===== config.mk =====
export PLATFORM = sky130hd
export DESIGN_NAME = div_32_bit
export DESIGN_NICKNAME = d
export VERILOG_FILES = /design/src/rtl/alu_pkg.sv /design/src/rtl/div_trial_sub.sv /design/src/rtl/div_32_bit.sv
export SDC_FILE = /design/constraint.sdc
export NUM_CORES = 1
export LEC_CHECK = 0
export CORE_ASPECT_RATIO = 2
export CORE_MARGIN = 1
export CORE_UTILIZATION = 35
export CTS_BUF_LIST = sky130_fd_sc_hd__clkbuf_2
export DETAILED_ROUTE_END_ITERATION = 7
export PLACE_DENSITY_LB_ADDON = 0.25
export SYNTH_ARGS = -nofsm -noshare
export SYNTH_HDL_FRONTEND = slang
export SYNTH_SLANG_ARGS = --single-unit

===== constraint.sdc =====
create_clock -name clock -period 5.2 [get_ports clock]
set_input_delay 0.78 -clock clock [delete_from_list [all_inputs] [get_ports clock]]
set_output_delay 0.78 -clock clock [all_outputs]
set_load 0.01 [all_outputs]

===== src/rtl/alu_pkg.sv =====
// rtl/alu_pkg.sv - shared ALU constants and divider state encoding
package alu_pkg;

    localparam int DIV_WIDTH = 32;
    localparam int DIV_LATENCY = DIV_WIDTH + 1;
    localparam logic [DIV_WIDTH-1:0] DIV_ZERO_QUOTIENT = '1;

    typedef enum logic [1:0] {
        IDLE = 2'd0,
        CALC = 2'd1,
        FIX  = 2'd2
    } div_state_t;

endpackage


===== src/rtl/div_trial_sub.sv =====
// rtl/div_trial_sub.sv - restoring-division trial subtraction at WIDTH+1 bits
module div_trial_sub #(
    parameter int WIDTH = 32
) (
    input  logic [WIDTH:0]   a_shifted,
    input  logic [WIDTH-1:0] m,
    output logic [WIDTH-1:0] diff,
    output logic             neg
);

    logic [WIDTH:0] full;

    // Since A < M before the shift, the true difference fits in WIDTH+1 signed bits.
    assign full = a_shifted - {1'b0, m};
    assign diff = full[WIDTH-1:0];
    assign neg  = full[WIDTH];

endmodule


===== src/rtl/div_32_bit.sv =====
// rtl/div_32_bit.sv - multi-cycle signed restoring divider, one quotient bit per clock
module div_32_bit
    import alu_pkg::*;
#(
    parameter int WIDTH = DIV_WIDTH
) (
    input  logic             clock,
    input  logic             clear,
    input  logic             start,
    input  logic [WIDTH-1:0] dividend,
    input  logic [WIDTH-1:0] divisor,
    output logic             busy,
    output logic             done,
    output logic [WIDTH-1:0] quotient,
    output logic [WIDTH-1:0] remainder,
    output logic             div_by_zero
);

    localparam int CW = $clog2(WIDTH + 1);

    div_state_t       state;
    logic [WIDTH-1:0] a_reg;
    logic [WIDTH-1:0] q_reg;
    logic [WIDTH-1:0] m_reg;
    logic             qneg;
    logic             rneg;
    logic [CW-1:0]    count;

    logic [WIDTH:0]   a_shifted;
    logic [WIDTH-1:0] trial_diff;
    logic             trial_neg;

    function automatic logic [WIDTH-1:0] magnitude(input logic [WIDTH-1:0] v);
        return v[WIDTH-1] ? -v : v;
    endfunction

    assign a_shifted = {a_reg, q_reg[WIDTH-1]};

    div_trial_sub #(.WIDTH(WIDTH)) u_trial (
        .a_shifted (a_shifted),
        .m         (m_reg),
        .diff      (trial_diff),
        .neg       (trial_neg)
    );

    always_ff @(posedge clock) begin
        if (clear) begin
            state       <= IDLE;
            a_reg       <= '0;
            q_reg       <= '0;
            m_reg       <= '0;
            qneg        <= 1'b0;
            rneg        <= 1'b0;
            count       <= '0;
            busy        <= 1'b0;
            done        <= 1'b0;
            quotient    <= '0;
            remainder   <= '0;
            div_by_zero <= 1'b0;
        end else begin
            done <= 1'b0;
            case (state)
                IDLE: begin
                    if (start) begin
                        if (divisor == '0) begin
                            quotient    <= '1;
                            remainder   <= dividend;
                            div_by_zero <= 1'b1;
                            done        <= 1'b1;
                        end else begin
                            a_reg       <= '0;
                            q_reg       <= magnitude(dividend);
                            m_reg       <= magnitude(divisor);
                            qneg        <= dividend[WIDTH-1] ^ divisor[WIDTH-1];
                            rneg        <= dividend[WIDTH-1];
                            count       <= '0;
                            busy        <= 1'b1;
                            div_by_zero <= 1'b0;
                            state       <= CALC;
                        end
                    end
                end
                CALC: begin
                    a_reg <= trial_neg ? a_shifted[WIDTH-1:0] : trial_diff;
                    q_reg <= {q_reg[WIDTH-2:0], ~trial_neg};
                    count <= count + 1'b1;
                    if (count == CW'(WIDTH - 1))
                        state <= FIX;
                end
                FIX: begin
                    quotient  <= qneg ? -q_reg : q_reg;
                    remainder <= rneg ? -a_reg : a_reg;
                    done      <= 1'b1;
                    busy      <= 1'b0;
                    state     <= IDLE;
                end
                default: state <= IDLE;
            endcase
        end
    end

endmodule


==> impl_metrics.yaml <==
synthesis:
  synth_edf_count: 0
  yosys.area_share.adder_pct: 4.48
  syn_nets: 1415
  synthTopCellsByCount: "173 x dfxtp_1, 129 x nor2_1, 119 x nand2_1"
  async_reset_ff_share_pct: 0
  synth.most_common_cell: "dfxtp_1"
  synth.top_cell.area_share_pct: 32.1
  synth.mux.area_fraction_pct: 3.17
  synth_top_family_by_area: "compound AO/OA/AOI/OAI gates"
  synth_warnings: 0
  synth_top_area_cell: "dfxtp_1"
  synthFlopType: "dfxtp_1"
  ys_types: 69
  yosysSeqAreaShare_pct: 32.1
  yosys.area_share.xor_xnor_pct: 12.1
  synth_compound_area_share_pct: 24.5
  ys_ff_latch: 173
  synthTopCellsByArea: "dfxtp_1 32%, xnor2_1 7.1%, xor2_1 5.0%"
  synthSimpleGateAreaFrac_pct: 18.7
  postSynthAreaPerCell_sq_um: 8.23
  synth_area_sq_um: 10800
  synthCells: 1310
worst_setup_path:
  r2r_slack_ns: 1.06
  crit_chain: "ha_1 > a211o_1 > nor3_1 > o41ai_4 > buf_4 > o22ai_1 > a311oi_1 > a211oi_4 > buf_12 > mux2i_1 > a22o_1"
  cpPeakStageDelay_ns: 0.67
  reg2reg_to: "a_reg[0]"
  reg2reg_from: "a_reg[4]"
  reg2regPathDepth: 11
  cp-start-kind: "flip-flop"
  cp-end-kind: "flip-flop"
  cp.arrival_ns: 4.97
  crit_required_ns: 6.03
  crit_type: "flip-flop to flip-flop"
  cp_max_fo: 16
  slowest_stage: "dfxtp_1"
grt:
  grt_pass1_wl_microns: 54500
  grt_pass1_vias: 9929
  grt_usage_pct: 22.6
  grt-ovfl-total: 0
  grt_max_degree: 82
  grt_antenna_before_repair: 1
clock_tree:
  cts_setup_buffers: 0
  postCtsHoldBufs: 0
  cts_buffer_depth: 2
  cts_made_buffers: 17
  cts_tree: "yes"
  clock_latency_ns: 0.85
  cts.sinks: 173
  clk_pin_slew_worst_paths_ns: 0.26
  cts_root_buf: "clkbuf_2"
  cts_max_level: 4
  cts.repair.resized: 0
sta:
  clock.fmax_mhz: 241
  final_hold_viol_count: 0
  rsz0062_at_grt: "no"
  final_max_slew_viol_count: 0
  period_minus_slack_ns: 4.14
  setup_violations: 0
  final.setup_skew_ns: 0.0410
  period_share_pct: 79.7
  finalSetupTns_ns: 0
  slew-limit-headroom_pct: 19.9
  fin_ws_ns: 1.06
  tightest_slew_ns: 1.20
hold_path:
  hp-start: "clear"
  whs_path_depth: 2
  hold_path_class: "input port to flip-flop"
  hold_end: "q_reg[12]"
finish:
  layout-area-overhead-vs-synth_pct: 17.8
  fill_cells: 3053
  drive_above_1_share_pct: 6.75
  final_area_sq_um: 12700
  fin_util_pct: 41.9
  final_nets: 1514
run:
  maxCapViolations: 0
power_and_ir_drop:
  power_density_nw_per_um2: 537
  p_leak_nw: 4.83
  ir_drop_uv: 448
  finalPower_mw: 6.83
detailed_routing:
  first_pass_iters: 6
  dr_total_vias: 10200
  wire_per_inst_microns: 19.8
  drc_errors: 0
  avgViaCountPerCell: 5.68
  drtAntennaViolNets: 0
  routed_wl_microns: 35400
  drt_iter0_drc: 681
floorplan:
  num_io_pins: 134
  num_rows: 90
  dieWidth_microns: 126
  core_sq_um: 30300
  dieArea_sq_um: 31600
  initial_core_util_pct: 35.6
  die_h_microns: 250
place:
  globalplace.congestion: 0.882
  place_area_sq_um: 12500
  hpwlAfterDp_microns: 28000
  port_buffers: 133
  pre_cts_ws_ns: 0.902
outcome:
  status: "finished clean"
## worst max-delay path by stage
stage,startpoint,endpoint,slack [ns],depth (start not counted)
final,a_reg[4],a_reg[0],1.06,11
after global routing,a_reg[4],a_reg[0],0.93,11
after CTS,q_reg[31],a_reg[17],1.14,15
after detailed placement,divisor[0],m_reg[25],0.90,11
after global placement,divisor[0],m_reg[31],0.96,12
after floorplan,q_reg[31],a_reg[15],1.86,14
## cell type report
class                           instances  area, sq um  share of cell area (%)
Multi-Input combinational cell       1013         6820                    53.7
Sequential cell                       173         3460                    27.3
Tap cell                              368          460                    3.62
Clock buffer                           20          100                   0.788
Antenna cell                            1         2.50                  0.0197
Inverter                               47          176                    1.39
Timing Repair Buffer                  157         1530                    12.1
Clock inverter                         12          145                    1.14
## worst max-delay path: cells and delay by family, from the launching register on
kind	cells	cell delay (ns)
adders and majority gates	1	0.37
DFF	1	0.67
and+or+nand+nor	1	0.44
muxes	1	0.42
buffers and inverters	2	0.43
AOI/OAI and AO/OA	6	1.76
## power breakdown
part	switching, mW	internal [mW]
Combinational	2.47	1.88
Sequential	0.242	1.47
Clock	0.489	0.270
## cell families after synthesis
family,count (synthesis)
flops,173
compound gates,371
simple gates,421
fa+ha+maj,38
buf+inv,124
mux,34
xor+xnor,149
## layer usage
layer | part of all wire [%] | track usage, % | wire [microns] | vias to the layer above
li1 | - | - | - | 5018
met1 | 34 | 20.9 | 12200 | 4774
met2 | 53 | 42.3 | 18800 | 267
met3 | 3.1 | 3.48 | 1100 | 114
met4 | 9.5 | 19.5 | 3360 | 0
met5 | 0 | 0 | 0 | -
## cell usage in the layout (no fill, tap or decap), drive strengths merged, types with 37 or more instances in the layout
master and count:
a211oi 59, a21oi 54, clkdlybuf4s50 132, dfxtp 173
ha 37, inv 48, nand2 119, nor2 131
nor3 60, o21ai 80, xnor2 87, xor2 62
## through the flow
step | cells | hold slack [ns]
2_1_floorplan | 1310 | 0.432
3_3_place_gp | 1758 | 0.449
3_5_place_dp | 1758 | 0.449
4_1_cts | 1790 | 0.398
5_1_grt | 1791 | 0.413
6_report | 1791 | 0.452
Note: power is estimated with default switching activity, not from simulation.
